===== src/rtl/cpu_pkg.sv =====
// Shared types and constants for the fetch front end.
`default_nettype none

package cpu_pkg;
   typedef logic [31:0] word_t;

   typedef enum logic [1:0] {
      ST_BOOT  = 2'd0,
      ST_RUN   = 2'd1,
      ST_HALT  = 2'd2,
      ST_FAULT = 2'd3
   } fetch_state_e;

   localparam word_t NOP_WORD = 32'h0000_0000;
   localparam word_t RESET_PC = 32'h0000_0000;
endpackage

`default_nettype wire


===== src/rtl/if_id_reg.sv =====
// IF/ID pipeline register: flush forces a bubble, hold keeps contents.
`default_nettype none

module if_id_reg
   import cpu_pkg::*;
#(
   parameter word_t BUBBLE = cpu_pkg::NOP_WORD
) (
   input  logic        clk,
   input  logic        rst_n,
   input  logic        hold,
   input  logic        flush,
   input  logic [31:0] instr_in,
   input  logic [31:0] pc4_in,
   output logic [31:0] instr,
   output logic [31:0] pc4,
   output logic        valid
);

   always_ff @(posedge clk or negedge rst_n) begin
      if (!rst_n) begin
         instr <= BUBBLE;
         pc4   <= 32'd0;
         valid <= 1'b0;
      end else if (flush) begin
         instr <= BUBBLE;
         pc4   <= 32'd0;
         valid <= 1'b0;
      end else if (!hold) begin
         instr <= instr_in;
         pc4   <= pc4_in;
         valid <= 1'b1;
      end
   end

endmodule

`default_nettype wire


===== src/rtl/instruction_fetch.sv =====
// IF stage: owns the PC, drives the instruction ROM and fills IF/ID.
`default_nettype none

module instruction_fetch
   import cpu_pkg::*;
#(
   parameter int    ADDR_W   = 6,
   parameter word_t RESET_PC = cpu_pkg::RESET_PC,
   parameter word_t NOP_WORD = cpu_pkg::NOP_WORD
) (
   input  logic              clk,
   input  logic              rst_n,
   output logic [ADDR_W-1:0] rom_addr,
   input  logic [31:0]       rom_dout,
   input  logic              stall,
   input  logic              br_taken,
   input  logic [31:0]       br_target,
   input  logic              jmp,
   input  logic [31:0]       jmp_target,
   output logic [31:0]       if_id_instr,
   output logic [31:0]       if_id_pc4,
   output logic              if_id_valid,
   output logic [31:0]       pc,
   output logic              halted,
   output logic              fault,
   output logic [31:0]       fetch_cnt
);

   fetch_state_e r_state;
   fetch_state_e w_next_state;
   word_t        r_pc;
   word_t        w_next_pc;
   word_t        w_pc_plus4;
   word_t        r_fetch_cnt;
   logic         r_halted;
   logic         r_fault;
   logic         w_flush;
   logic         w_hold;
   logic         w_count;
   logic         w_set_halt;
   logic         w_set_fault;
   logic         w_self_loop;
   logic         w_out_of_range;

   assign w_pc_plus4     = r_pc + 32'd4;
   assign w_self_loop    = if_id_valid && (jmp_target == (if_id_pc4 - 32'd4));
   // Shift form stays legal even when ADDR_W+2 reaches 32.
   assign w_out_of_range = (r_pc >> (ADDR_W + 2)) != 32'd0;

   always_comb begin
      w_next_state = r_state;
      w_next_pc    = r_pc;
      w_flush      = 1'b0;
      w_hold       = 1'b0;
      w_count      = 1'b0;
      w_set_halt   = 1'b0;
      w_set_fault  = 1'b0;
      case (r_state)
         ST_BOOT: begin
            w_next_state = ST_RUN;
            w_flush      = 1'b1;
         end
         ST_RUN: begin
            // EX-stage branch is older than the ID-stage jump, so it wins.
            if (br_taken) begin
               w_flush = 1'b1;
               if (br_target[1:0] != 2'b00) begin
                  w_next_state = ST_FAULT;
                  w_set_fault  = 1'b1;
               end else begin
                  w_next_pc = br_target;
               end
            end else if (jmp) begin
               w_flush = 1'b1;
               if (w_self_loop) begin
                  w_next_state = ST_HALT;
                  w_set_halt   = 1'b1;
               end else if (jmp_target[1:0] != 2'b00) begin
                  w_next_state = ST_FAULT;
                  w_set_fault  = 1'b1;
               end else begin
                  w_next_pc = jmp_target;
               end
            end else if (stall) begin
               w_hold = 1'b1;
            end else if (w_out_of_range) begin
               w_next_state = ST_FAULT;
               w_set_fault  = 1'b1;
               w_flush      = 1'b1;
            end else begin
               w_next_pc = w_pc_plus4;
               w_count   = 1'b1;
            end
         end
         default: begin
            w_flush = 1'b1;
         end
      endcase
   end

   always_ff @(posedge clk or negedge rst_n) begin
      if (!rst_n) begin
         r_state     <= ST_BOOT;
         r_pc        <= RESET_PC;
         r_halted    <= 1'b0;
         r_fault     <= 1'b0;
         r_fetch_cnt <= 32'd0;
      end else begin
         r_state <= w_next_state;
         r_pc    <= w_next_pc;
         if (w_set_halt)  r_halted    <= 1'b1;
         if (w_set_fault) r_fault     <= 1'b1;
         if (w_count)     r_fetch_cnt <= r_fetch_cnt + 32'd1;
      end
   end

   if_id_reg #(
      .BUBBLE(NOP_WORD)
   ) u_if_id_reg (
      .clk      (clk),
      .rst_n    (rst_n),
      .hold     (w_hold),
      .flush    (w_flush),
      .instr_in (rom_dout),
      .pc4_in   (w_pc_plus4),
      .instr    (if_id_instr),
      .pc4      (if_id_pc4),
      .valid    (if_id_valid)
   );

   assign rom_addr  = r_pc[ADDR_W+1:2];
   assign pc        = r_pc;
   assign halted    = r_halted;
   assign fault     = r_fault;
   assign fetch_cnt = r_fetch_cnt;

endmodule

`default_nettype wire

===== config.mk =====
export PLATFORM = sky130hd
export DESIGN_NAME = instruction_fetch
export DESIGN_NICKNAME = d
export VERILOG_FILES = /design/src/rtl/cpu_pkg.sv /design/src/rtl/if_id_reg.sv /design/src/rtl/instruction_fetch.sv
export SDC_FILE = /design/constraint.sdc
export NUM_CORES = 1
export LEC_CHECK = 0
export ABC_AREA = 1
export CORE_MARGIN = 2
export CORE_UTILIZATION = 40
export CTS_CLUSTER_SIZE = 12
export DETAILED_ROUTE_END_ITERATION = 8
export PLACE_DENSITY = 0.68
export RECOVER_POWER = 50
export SETUP_SLACK_MARGIN = 0.4
export SYNTH_ARGS = -nofsm -noshare
export SYNTH_HDL_FRONTEND = slang
export SYNTH_SLANG_ARGS = --single-unit

===== constraint.sdc =====
create_clock -name clk -period 3 [get_ports clk]
set_input_delay 0.6 -clock clk [delete_from_list [all_inputs] [get_ports clk]]
set_output_delay 0.6 -clock clk [all_outputs]
set_load 0.01 [all_outputs]

After elaboration in Yosys (flattened, before gate mapping)
Index checks and enable logic that the tools add are counted.
{"block": "totals", "word_cells": 76, "reg_bits": 133, "out_inout_bits": 137}
{"block": "op_classes", "n_eq_ne": 12, "mux": 45, "reduce_logical": 8, "n_addsub": 3}
{"operator": "32-bit 2-to-1 mux", "count": 11}
{"operator": "32-bit by 1-bit adder with 32-bit output (second input constant)", "count": 1}
{"operator": "32-bit by 3-bit adder with 32-bit output (second input constant)", "count": 1}
{"operator": "32-bit == test", "count": 1}
{"operator": "32-bit nonzero test", "count": 1}
{"operator": "32-bit by 3-bit subtractor with 32-bit output (second input constant)", "count": 1}
{"operator": "1-bit 2-to-1 mux", "count": 26}
{"operator": "2-bit 2-to-1 mux", "count": 7}
{"operator": "3-bit != test (second input constant)", "count": 4}
{"operator": "4-bit != test (second input constant)", "count": 2}
{"operator": "6-bit AND reduction", "count": 1}
{"operator": "2-bit nonzero test", "count": 3}
{"operator": "5-bit != test (second input constant)", "count": 1}
{"operator": "5-bit AND reduction", "count": 1}
{"operator": "2-bit != test (second input constant)", "count": 2}
{"operator": "2-bit case mux with 2 select lines", "count": 1}
{"operator": "3-bit by 1-bit != test with 1-bit output (second input constant)", "count": 1}
{"operator": "2-bit by 1-bit == test with 1-bit output (second input constant)", "count": 1}
{"operator": "2-bit logical NOT", "count": 1}
{"operator": "1-bit logical AND", "count": 1}

Longest topological paths before layout
{"block": "depth", "depth_word": 7, "mapped_depth": 19}

By module
Synthesis repeated with hierarchy kept, for this count alone.
{"block": "hier_totals", "cells_unflattened": 1285, "hier_area_um2": 8899.8}
{"module": "instruction_fetch", "area_each_um2": 6281.0, "cells_each": 1005, "instances": 1, "seq_area_each_um2": 1701.6}
{"module": "if_id_reg", "area_each_um2": 2618.8, "cells_each": 280, "instances": 1, "seq_area_each_um2": 1626.6}

Least setup slack after synthesis
Ideal clock, no wire load.
{"block": "synth_path", "kind": "register to register", "from": "register u_if_id_reg.pc4[2]", "to": "register r_pc[15] (netlist: pc[15])", "period_less_slack_ns": 2.269, "path_stages_with_launch": 17, "path_slack_ns": 0.731, "required_time_ns": 2.883, "arrival_ns": 2.151, "setup_time_ns": 0.117, "path_cell_list": "dfrtp_1 > inv_1 > ha_1 > nand2_2 > nor2_4 > nand2_1 > o21ai_1 > nand2_1 > nand2_1 > nand2_1 > nor2_1 > nand2_1 > nor2_2 > nand3_4 > buf_2 > nand4_1 > nand2_1"}
{"block": "synth_via", "elab_chain_cells": 5}
{"element": "start: declaration", "line": "if_id_reg.sv:16", "rtl": "output logic [31:0] pc4,"}
{"element": "start signal: assignment", "line": "if_id_reg.sv:31", "rtl": "pc4 <= pc4_in;"}
{"element": "32-bit by 3-bit subtractor with 32-bit output", "line": "instruction_fetch.sv:46", "rtl": "assign w_self_loop = if_id_valid && (jmp_target == (if_id_pc4 - 32'd4));"}
{"element": "32-bit == test", "line": "instruction_fetch.sv:46"}
{"element": "1-bit logical AND", "line": "instruction_fetch.sv:46"}
{"element": "3-bit != test (no line)"}
{"element": "6-bit AND reduction (no line)"}
{"element": "end signal: assignment", "line": "instruction_fetch.sv:110", "rtl": "r_pc <= w_next_pc;"}
{"element": "end: declaration", "line": "instruction_fetch.sv:31", "rtl": "word_t r_pc;"}
No other way between the ends.
A chain may end at the register's enable or synchronous reset.

Final worst setup path
{"block": "layout_path", "from": "register u_if_id_reg.pc4[3]", "to": "register r_pc[15] (netlist: pc[15])"}
The elaborated chain is that of the path after synthesis.

==> flow_metrics.py <==
metrics = {
    "place": {
        "dp_hpwl_um": 24100,
        "numPortBuffers": 237,
        "post-place-cells": 1733,
        "gp_congestion": 0.933,
    },
    "power": {
        "vdd_drop_max_mv": 0.378,
        "pwr-share-clk_pct": 50.4,
        "p_switching_mw": 1.07,
        "power_leakage_nw": 5.89,
        "power.density_nw_per_um2": 352,
        "intPower_mw": 3.28,
        "sw_frac_of_total_pct": 24.6,
        "p_comb_share_pct": 8.3,
        "pwr-share-seq_pct": 41.3,
    },
    "cts": {
        "cts_tree": "built",
        "path_clk_slew_ps": 60,
        "numCtsBuffers": 17,
        "cts-hold-fix-buffers": 0,
        "insertion_delay_ps": 430,
        "clockBufferDepth": 2,
        "clkSinkCount": 133,
        "cts_root_buf": "clkbuf_16",
        "cts_max_level": 4,
    },
    "finish": {
        "area_delta_synth_final_pct": 42.2,
        "layout-drive-gt1-share_pct": 9.24,
        "final_cell_mix": "nand2_1, clkdlybuf4s50_1, inv_1, nor2_1, dfrtp_1",
        "n_antenna_cell": 0,
        "final_nets": 1596,
        "layout_commonest_cell": "nand2_1",
        "final_cell_count_no_fill": 1779,
    },
    "floorplan": {
        "die_h_um": 151,
        "start_util_pct": 41.0,
        "row_count": 53,
        "core-area_um2": 21200,
        "die_w_um": 151,
        "io_pins": 238,
        "die_area_um2": 22900,
    },
    "logic_synthesis": {
        "synth_nets": 1341,
        "avgSynthCellArea_um2": 7.02,
        "synth-seq-cells": 133,
        "synth_flop_cell": "dfrtp_1",
        "yosysSeqAreaShare_pct": 38.4,
        "syn_inst": 1237,
        "synth_area_um2": 8680,
        "synth.distinct_cells": 37,
        "synthArstFlopShare_pct": 100,
        "yosysWarningCount": 0,
        "synth_edf_count": 0,
    },
    "worst_setup_path": {
        "reg2reg_to": "pc[15]$_DFFE_PN0P_",
        "cpPeakStageDelay_ps": 400,
        "cp-end-kind": "flop",
        "critPathSlowestCell": "dfrtp_1",
        "crit_path_start_kind": "flop",
        "worstSetupEndpoint": "pc[15]$_DFFE_PN0P_",
        "crit_path_start": "u_if_id_reg.pc4[3]$_DFFE_PN0P_",
        "cp_cell_sequence": "inv_1, ha_4, nand2_4, nor2_4, buf_4, nand3_1, nand2_1, nand2_1, nand2_1, nand2_1, nor2_1, nand2_1, nor2_2, nand3_4, nand3_4, clkbuf_16, nand2_1, nand2_1",
        "cpMostUsedCell": "nand2_1",
        "rrSetupSlack_ps": 520,
        "cp.arrival_ps": 2840,
        "r2r.worst_path.cells": 18,
        "worst-setup-path-type": "reg -> reg",
        "path_max_fanout": 8,
        "crit_required_ps": 3360,
        "reg2reg_from": "u_if_id_reg.pc4[3]$_DFFE_PN0P_",
    },
    "sta": {
        "tns_ps": 0,
        "period_needed_ps": 2480,
        "period_share_pct": 82.6,
        "hold_viol_final": 0,
        "max_freq_mhz": 404,
        "rsz0062_at_grt": "false",
        "hold_ws_ps": 495,
        "finClkSkew_ps": 10.7,
        "final_max_slew_viol_count": 57,
        "setup_viol": 0,
        "slew_headroom_pct": -8.73,
        "tightestPinTransition_ps": 1630,
    },
    "status": {
        "outcome": "finished, violations left",
        "violations": "capacitance limit, slew limit",
    },
    "drt": {
        "ant_nets": 0,
        "drc": 0,
        "via_count": 9532,
        "drtIter0Drc": 778,
        "drt-total-wl_um": 32100,
        "vias_per_cell": 5.36,
        "wl_per_cell_um": 18.1,
        "drt_first_pass_iters": 5,
    },
    "global_routing": {
        "grt_max_degree": 58,
        "antenna_found_initial": 2,
        "grt_pass1_vias": 9190,
        "grt.overflow.total": 0,
        "grt_pass1_wl_um": 49100,
        "grt_use_total_pct": 27.8,
    },
    "flow_run": {
        "maxCapViolations": 1,
    },
    "hold_path": {
        "hold_class": "reg -> reg",
    },
}
-- power by group through the flow --
stage                     Clock [mW]  Combinational, mW  Sequential [mW]
after global placement             0              0.357             1.83
final                           2.19              0.361             1.79
after floorplan                    0              0.116             1.83
after global routing            2.30              0.389             1.79
after detailed placement           0              0.356             1.83
after CTS                       2.22              0.359             1.79
-- worst min path at each step --
stage	from	endpoint	slack [ps]	cells after the start
after floorplan	rst_n	fault$_DFFE_PN0P_	300	0
after global placement	fault$_DFFE_PN0P_	fault$_DFFE_PN0P_	460	1
after detailed placement	r_state[1]$_DFFE_PN0P_	r_state[1]$_DFFE_PN0P_	480	2
after CTS	rst_n	pc[25]$_DFFE_PN0P_	170	1
after global routing	halted$_DFFE_PN0P_	halted$_DFFE_PN0P_	520	1
final	r_state[1]$_DFFE_PN0P_	r_state[1]$_DFFE_PN0P_	490	2
-- through the flow --
| stage | worst slack [ps] | utilization (%) | power (mW) | area [um^2] |
|---|---|---|---|---|
| after floorplan | 731 | - | 1.94 | 8680 |
| after global placement | 216 | 54.0 | 2.18 | 11400 |
| final | 522 | 58.3 | 4.34 | 12300 |
| after CTS | 407 | 56.9 | 4.37 | 12000 |
| after detailed placement | 185 | 54.0 | 2.18 | 11400 |
| after global routing | 348 | 58.3 | 4.48 | 12300 |
-- flip-flops by register name (all words and copies together) (netlist names) --
register	count
r_state	2
u_if_id_reg.instr	32
u_if_id_reg.pc4	32
halted	1
u_if_id_reg.valid	1
fetch_cnt	32
fault	1
pc	32
-- layout make-up --
type | count | area [um^2]
inverter | 154 | 578
clock buffer | 17 | 425
clock inverter | 14 | 175
tap | 275 | 344
sequential | 133 | 3340
timing repair buffer | 282 | 2790
fill | 1988 | 8810
multi-input combinational | 904 | 4690
-- synth_stat cells (all sizes together), types with 8 or more instances --
master  instances  area, um^2
clkbuf         29         109
a32o           31         310
nor3           35         185
buf            17         121
nand2         355        1340
inv           153         574
xnor2          13         114
nand4          61         382
o211ai         21         158
nor2          169         659
xor2           48         420
a21oi           8        40.0
nand3          87         453
dfrtp         133        3330
nor4           15         100
o21ai          31         155
-- layer usage --
layer  GRT usage [%]  vias to the layer above  routed length [um]  share of wire (%)
li1                -                     4562                   -                  -
met1            36.8                     4481               13700                 43
met2            43.6                      423               14600                 46
met3            8.07                       62                2880                9.0
met4            9.53                        4                 910                2.8
met5               0                        -                  27              0.084
-- what timing repair did --
action,4_1_cts,5_1_grt
cloned,0,3
setup endpoints to repair,35,49
gates resized for setup,3,55
setup buffers,0,12
pin swaps,0,14
-- critical path: cells and delay by family, from the launching register on --
kind	cells	cell delay [ps]
flip-flops	1	400
adder cells (fa/ha/maj)	1	170
buffers and inverters	3	480
AND/OR/NAND/NOR	14	1350
-- cell families (layout without fill, tap and decap cells) --
kind of cell	Yosys count	in the layout	share of synthesized area (%)
buffers and inverters	200	467	9.31
XOR/XNOR	61	61	6.16
adder cells (fa/ha/maj)	3	3	0.433
AND/OR/NAND/NOR	738	738	37.2
AO/OA/AOI/OAI	102	102	8.59
flip-flops	133	133	38.4
Note: power is estimated with default switching activity, not from simulation.
==> patch 1 (same settings) <==
Encoding of `fetch_state_e`: now Gray code (2 bits for 4 states).
--- a/src/rtl/cpu_pkg.sv
+++ b/src/rtl/cpu_pkg.sv
@@ -7,6 +7,6 @@
    typedef enum logic [1:0] {
-      ST_BOOT  = 2'd0,
-      ST_RUN   = 2'd1,
-      ST_HALT  = 2'd2,
-      ST_FAULT = 2'd3
+      ST_BOOT  = 2'b00,
+      ST_RUN   = 2'b01,
+      ST_HALT  = 2'b11,
+      ST_FAULT = 2'b10
    } fetch_state_e;
Formal check against the unedited RTL: same outputs for any inputs over 4 cycles, from zero or initial values and one cycle with rst_n low; so few cycles prove little.
==> patch 1 against the original RTL <==
The run still ends with capacitance limit, slew limit left. Area after synthesis fell by 3.2%. Worst setup slack lost 0.072 ns. Sequential cell count stayed put. Via count fell by 5.2%. Critical path depth fell by 3. Power shrank 4.7%. Clock skew up 0.0072 ns. Global-route usage down 0.60 points. Wire length shrank 3.7%. Non-clock buffer count grew 1. Cell area is 1.4% lower. Critical path type unchanged. Largest power group unchanged.
==> patch 1: results (changes against the original RTL) <==
outcome: "finished with violations"
violations: "capacitance limit, slew limit"
synth_fp_nets: 1261  # -6.0%
relSlewSlack_pct: -9.971  # -1.2 points
ys_types: 42  # +14%
antenna_found_initial: 0  # -2
seq_area_um2: 3349  # +0.22%
dieArea_um2: 22190  # -3.1%
setup.worst_path.start: "u_if_id_reg.pc4[4]"
dp_hpwl_um: 22590  # -6.3%
r2r_slack_ns: 0.45  # -0.07 ns
report.final.slew_viol_count: 67  # +18%
clk_latency_ns: 0.43  # about the same
r2r-end: "pc[10]"
root_buffer: "clkbuf_16"
worstPathMaxFanout: 9  # +1
drive_gt1_share_pct: 12.34  # +3.1 points
ys_seq_area_share_pct: 39.60  # +1.3 points
rr_worst_depth: 15  # -3
cellLeakagePower_nw: 5.632  # -4.3%
peakVddDrop_uv: 379.8  # +0.59%
routedWlPerCell_um: 18.19  # +0.75%
finClkSkew_ns: 0.01795  # +0.007242 ns
worst-setup-path-type: "reg2reg"
drv_cap: 1  # unchanged
n_fill_cell: 1956  # -1.6%
ys_top_cells_by_area: "dfrtp_1 (40%), nand2_1 (15%), nor2_1 (6.3%), inv_1 (5.4%), nand3_1 (4.3%)"
arrival_ns: 2.85  # about the same
holdCritPathClass: "reg2reg"
place_ws_ns: -0.07309  # -0.2578 ns
cts_max_level: 4  # unchanged
grt_first_pass_wirelength_um: 46640  # -4.9%
nNetsFinal: 1518  # -4.9%
grt_pass1_vias: 8552  # -6.9%
period_share_pct: 85.01  # +2.4 points
syn_area_per_cell_um2: 7.264  # +3.5%
vias: 9038  # -5.2%
drt-initial-drc-count: 701  # -9.9%
ys.warnings.count: 0  # unchanged
fin_cells: 1701  # -4.4%
drt_pre_antenna_iters: 7  # +2
postPlaceCellArea_um2: 11080  # -3.0%
gp_congestion: 0.9470  # +1.6%
cts_made_buffers: 17  # unchanged
synthTopCellsByCount: "nand2_1 (343), nor2_1 (141), dfrtp_1 (133)"
grt_max_degree: 67  # +16%
grt.total_usage_pct: 27.21  # -0.60 points
dp_cells: 1644  # -5.1%
patch 1: changes by cell type after synthesis, sizes merged, moves of 4 or more:
cell | before | now
buf | 17 | 23
inv | 153 | 124
nand2 | 355 | 348
nand3 | 87 | 76
nand4 | 61 | 51
nor2 | 169 | 161
nor4 | 15 | 11
o211ai | 21 | 17
o21ai | 31 | 24
xnor2 | 13 | 25
xor2 | 48 | 39
patch 1: metal layers:
layer  wire [um]  GRT usage, %
met5           0             0
met4        1030         9.952
met3        3153         8.287
met2       13750         42.10
met1       13010         36.07
patch 1: layout make-up:
cell class | count | area share, %
Clock inverter | 12 | 0.8740
Sequential cell | 133 | 27.53
Multi-Input combinational cell | 855 | 38.20
Inverter | 124 | 3.866
Clock buffer | 19 | 3.722
Timing Repair Buffer | 283 | 22.98
Tap cell | 275 | 2.828
patch 1: how the worst min path moves through the flow:
| stage | startpoint | end | slack, ns | cells past startpoint |
|---|---|---|---|---|
| after global placement | fault | fault | 0.46 | 1 |
| after detailed placement | fault | fault | 0.45 | 1 |
| after CTS | rst_n | fetch_cnt[8] | 0.18 | 1 |
| after global routing | fault | fault | 0.48 | 1 |
| final | fault | fault | 0.47 | 1 |
| after floorplan | rst_n | fault | 0.30 | 0 |
patch 1: kinds of logic after synthesis:
group / count (synthesis) / synth area share [%]
compound gates: 97 / 8.784
xor+xnor: 64 / 6.670
fa+ha+maj: 3 / 0.4467
buf+inv: 173 / 8.471
flops: 133 / 39.60
simple gates: 687 / 36.03
patch 1: worst max-delay path, cell delays in order, from the launching register on:
cell and delay (ns):
dfrtp_2 0.44, inv_1 0.11, nand2_1 0.10, nor2_4 0.15
nand3_2 0.15, nor2_1 0.14, nand2_1 0.07, nand3_1 0.08
o21ai_0 0.08, nor2_1 0.20, nand3_2 0.18, nor2_4 0.19
nand2_8 0.15, clkbuf_16 0.22, nand4_1 0.08, nand2_1 0.07
patch 1: power by group:
| part | leakage, nW | internal [mW] | switching (mW) | total (mW) |
|---|---|---|---|---|
| clock network | 0.267 | 1.18 | 0.827 | 2.00 |
| registers | 1.78 | 1.79 | 0 | 1.79 |
| logic | 3.58 | 0.163 | 0.179 | 0.342 |
| total | 5.63 | 3.13 | 1.01 | 4.14 |
patch 1: repair_timing:
item / in CTS / in global routing
pin swaps: 3 / 11
resized for setup: 13 / 75
buffers inserted: 1 / 19
cloned: 2 / 4
endpoints found under the setup margin: 34 / 80
==> patch 2 (config.mk and constraints unchanged) <==
Made on the original files. Change the parameter `ADDR_W` from 6 to 8.
--- a/src/rtl/instruction_fetch.sv
+++ b/src/rtl/instruction_fetch.sv
@@ -6,3 +6,3 @@
 #(
-   parameter int    ADDR_W   = 6,
+   parameter int    ADDR_W   = 8,
    parameter word_t RESET_PC = cpu_pkg::RESET_PC,
Ports: changed (resized rom_addr); port bits go from 238 to 240. No check against the original RTL was run, so the function may have changed too.
==> patch 2 against the original RTL <==
The flow still finishes with violations (capacitance limit, slew limit). Critical path type unchanged. Power up 0.81%. Worst hold slack worse by 0.025 ns. Maximum frequency down 4.2%. Worst setup slack worse by 0.11 ns. Sequential cell count did not move. Core utilization grew 0.11 points. Cell area increased by 2.4%. Area after synthesis is 0.88% higher. Wire length increased by 4.4%. Cell count up 0.79%.
==> patch 2: results (changes against the original RTL) <==
drv_cap: 1  # unchanged
holdCritPathClass: "reg2reg"
gp_congestion: 0.9251  # -0.79%
peakVddDrop_uv: 327.5  # -13%
antenna_found_initial: 2  # unchanged
ys.warnings.count: 0  # unchanged
drt-initial-drc-count: 808  # +3.9%
root_buffer: "clkbuf_16"
grt_pass1_vias: 9295  # +1.1%
dp_hpwl_um: 24980  # +3.7%
cellLeakagePower_nw: 5.995  # +1.8%
grt_max_degree: 63  # +8.6%
ys_types: 37  # unchanged
async_flop_share_pct: 100.0  # unchanged
violations: "capacitance limit, slew limit"
path_clk_slew_ns: 0.07
worstPathMaxFanout: 8  # unchanged
cts_max_level: 4  # unchanged
outcome: "finished with violations"
drive_gt1_share_pct: 11.83  # +2.6 points
clk_latency_ns: 0.43  # about the same
drt_pre_antenna_iters: 5  # unchanged
grt.total_usage_pct: 27.78  # -0.035 points
insertedDiodeCount: 0  # unchanged
final_common_cell: "nand2_1"
ys_seq_area_share_pct: 38.02  # -0.33 points
relSlewSlack_pct: -14.36  # -5.6 points
synth_fp_nets: 1342  # +0.075%
report.final.slew_viol_count: 62  # +8.8%
arrival_ns: 2.95  # +0.11 ns
routedWlPerCell_um: 18.71  # +3.6%
nNetsFinal: 1604  # +0.50%
cts_made_buffers: 17  # unchanged
finClkSkew_ns: 0.01042  # -0.0002949 ns
synthTopCellsByCount: "nand2_1 (375), nor2_1 (141), inv_1 (135)"
port_buffers: 239  # +0.84%
ys_top_cells_by_area: "dfrtp_1 (38%), nand2_1 (16%), nor2_1 (6.0%), inv_1 (5.8%), nand4_1 (5.2%)"
vias: 9708  # +1.8%
grt_first_pass_wirelength_um: 51080  # +4.1%
clockBufferDepth: 2  # unchanged
patch 2: layout make-up:
class	count	area, um^2
tap	280	350.3
multi-input combinational	918	4956
inverter	139	521.8
fill	2037	8984
sequential	133	3344
clock buffer	19	452.9
timing repair buffer	291	2851
clock inverter	13	160.2
patch 2: power breakdown:
group / switching (mW) / internal (mW) / leakage, nW
clock: 0.903 / 1.30 / 0.299
sequential: 0.00325 / 1.80 / 1.81
combinational: 0.199 / 0.178 / 3.88
patch 2: cell families after synthesis:
| family | after synthesis | share of synthesized area [%] |
|---|---|---|
| AOI/OAI and AO/OA | 95 | 8.175 |
| xor gates and xnor gates | 61 | 6.103 |
| adders and majority gates | 3 | 0.4288 |
| and+or+nand+nor | 758 | 38.49 |
| buffers and inverters | 188 | 8.789 |
| DFF | 133 | 38.02 |
patch 2: metal layers:
metal	global-route usage (%)	up-vias	wire length [um]
met5	0	-	27
met3	7.017	57	2972
met2	46.31	450	15810
li1	-	4617	-
met1	35.75	4580	13960
met4	8.144	4	782
patch 2: final timing paths:
kind / endpoint / start / cells after the start / slack (ns)
worst min register to register: halted / halted / 2 / 0.47
min in group asynchronous: u_if_id_reg.instr[24] / rst_n / 1 / 0.59
worst max-delay path: pc[11] / u_if_id_reg.pc4[3] / 16 / 0.41
worst max register to register: pc[11] / u_if_id_reg.pc4[3] / 16 / 0.41
worst min-delay path: halted / halted / 2 / 0.47
max in group asynchronous: u_if_id_reg.pc4[9] / rst_n / 2 / 0.68
patch 2: what timing repair did:
| action | 4_1_cts | 5_1_grt |
|---|---|---|
| gates resized for setup | 7 | 88 |
| pin swaps | 1 | 23 |
| setup endpoints to repair | 34 | 36 |
| buffers inserted | 1 | 21 |
| hold endpoints to repair | 0 | 0 |
| gates cloned | 0 | 4 |
patch 2: worst max-delay path: stages, from the launching register on:
cell       delay, ns
dfrtp_1         0.42
inv_2           0.10
ha_4            0.18
nand2_8         0.10
nor2_4          0.23
nand2_4         0.11
nor2_4          0.11
xor2_2          0.20
nand2_1         0.10
nor2_2          0.12
nand3_2         0.10
nor2_4          0.17
nand3_4         0.12
nand3_4         0.14
clkbuf_16       0.19
nand2_1         0.05
nand2_1         0.07
patch 2: metrics by stage:
step / setup WS (ns) / total power, mW / cells / hold WS, ns / cell area (um^2)
after global placement: 0.2152 / 2.201 / 1735 / 0.4601 / 11490
final: 0.4142 / 4.377 / 1793 / 0.4694 / 12640
after global routing: 0.2208 / 4.510 / 1793 / 0.5141 / 12640
after CTS: 0.4007 / 4.405 / 1768 / 0.1747 / 12140
after floorplan: 0.7453 / 1.954 / 1238 / 0.3044 / 8755
after detailed placement: 0.1561 / 2.201 / 1735 / 0.4625 / 11490
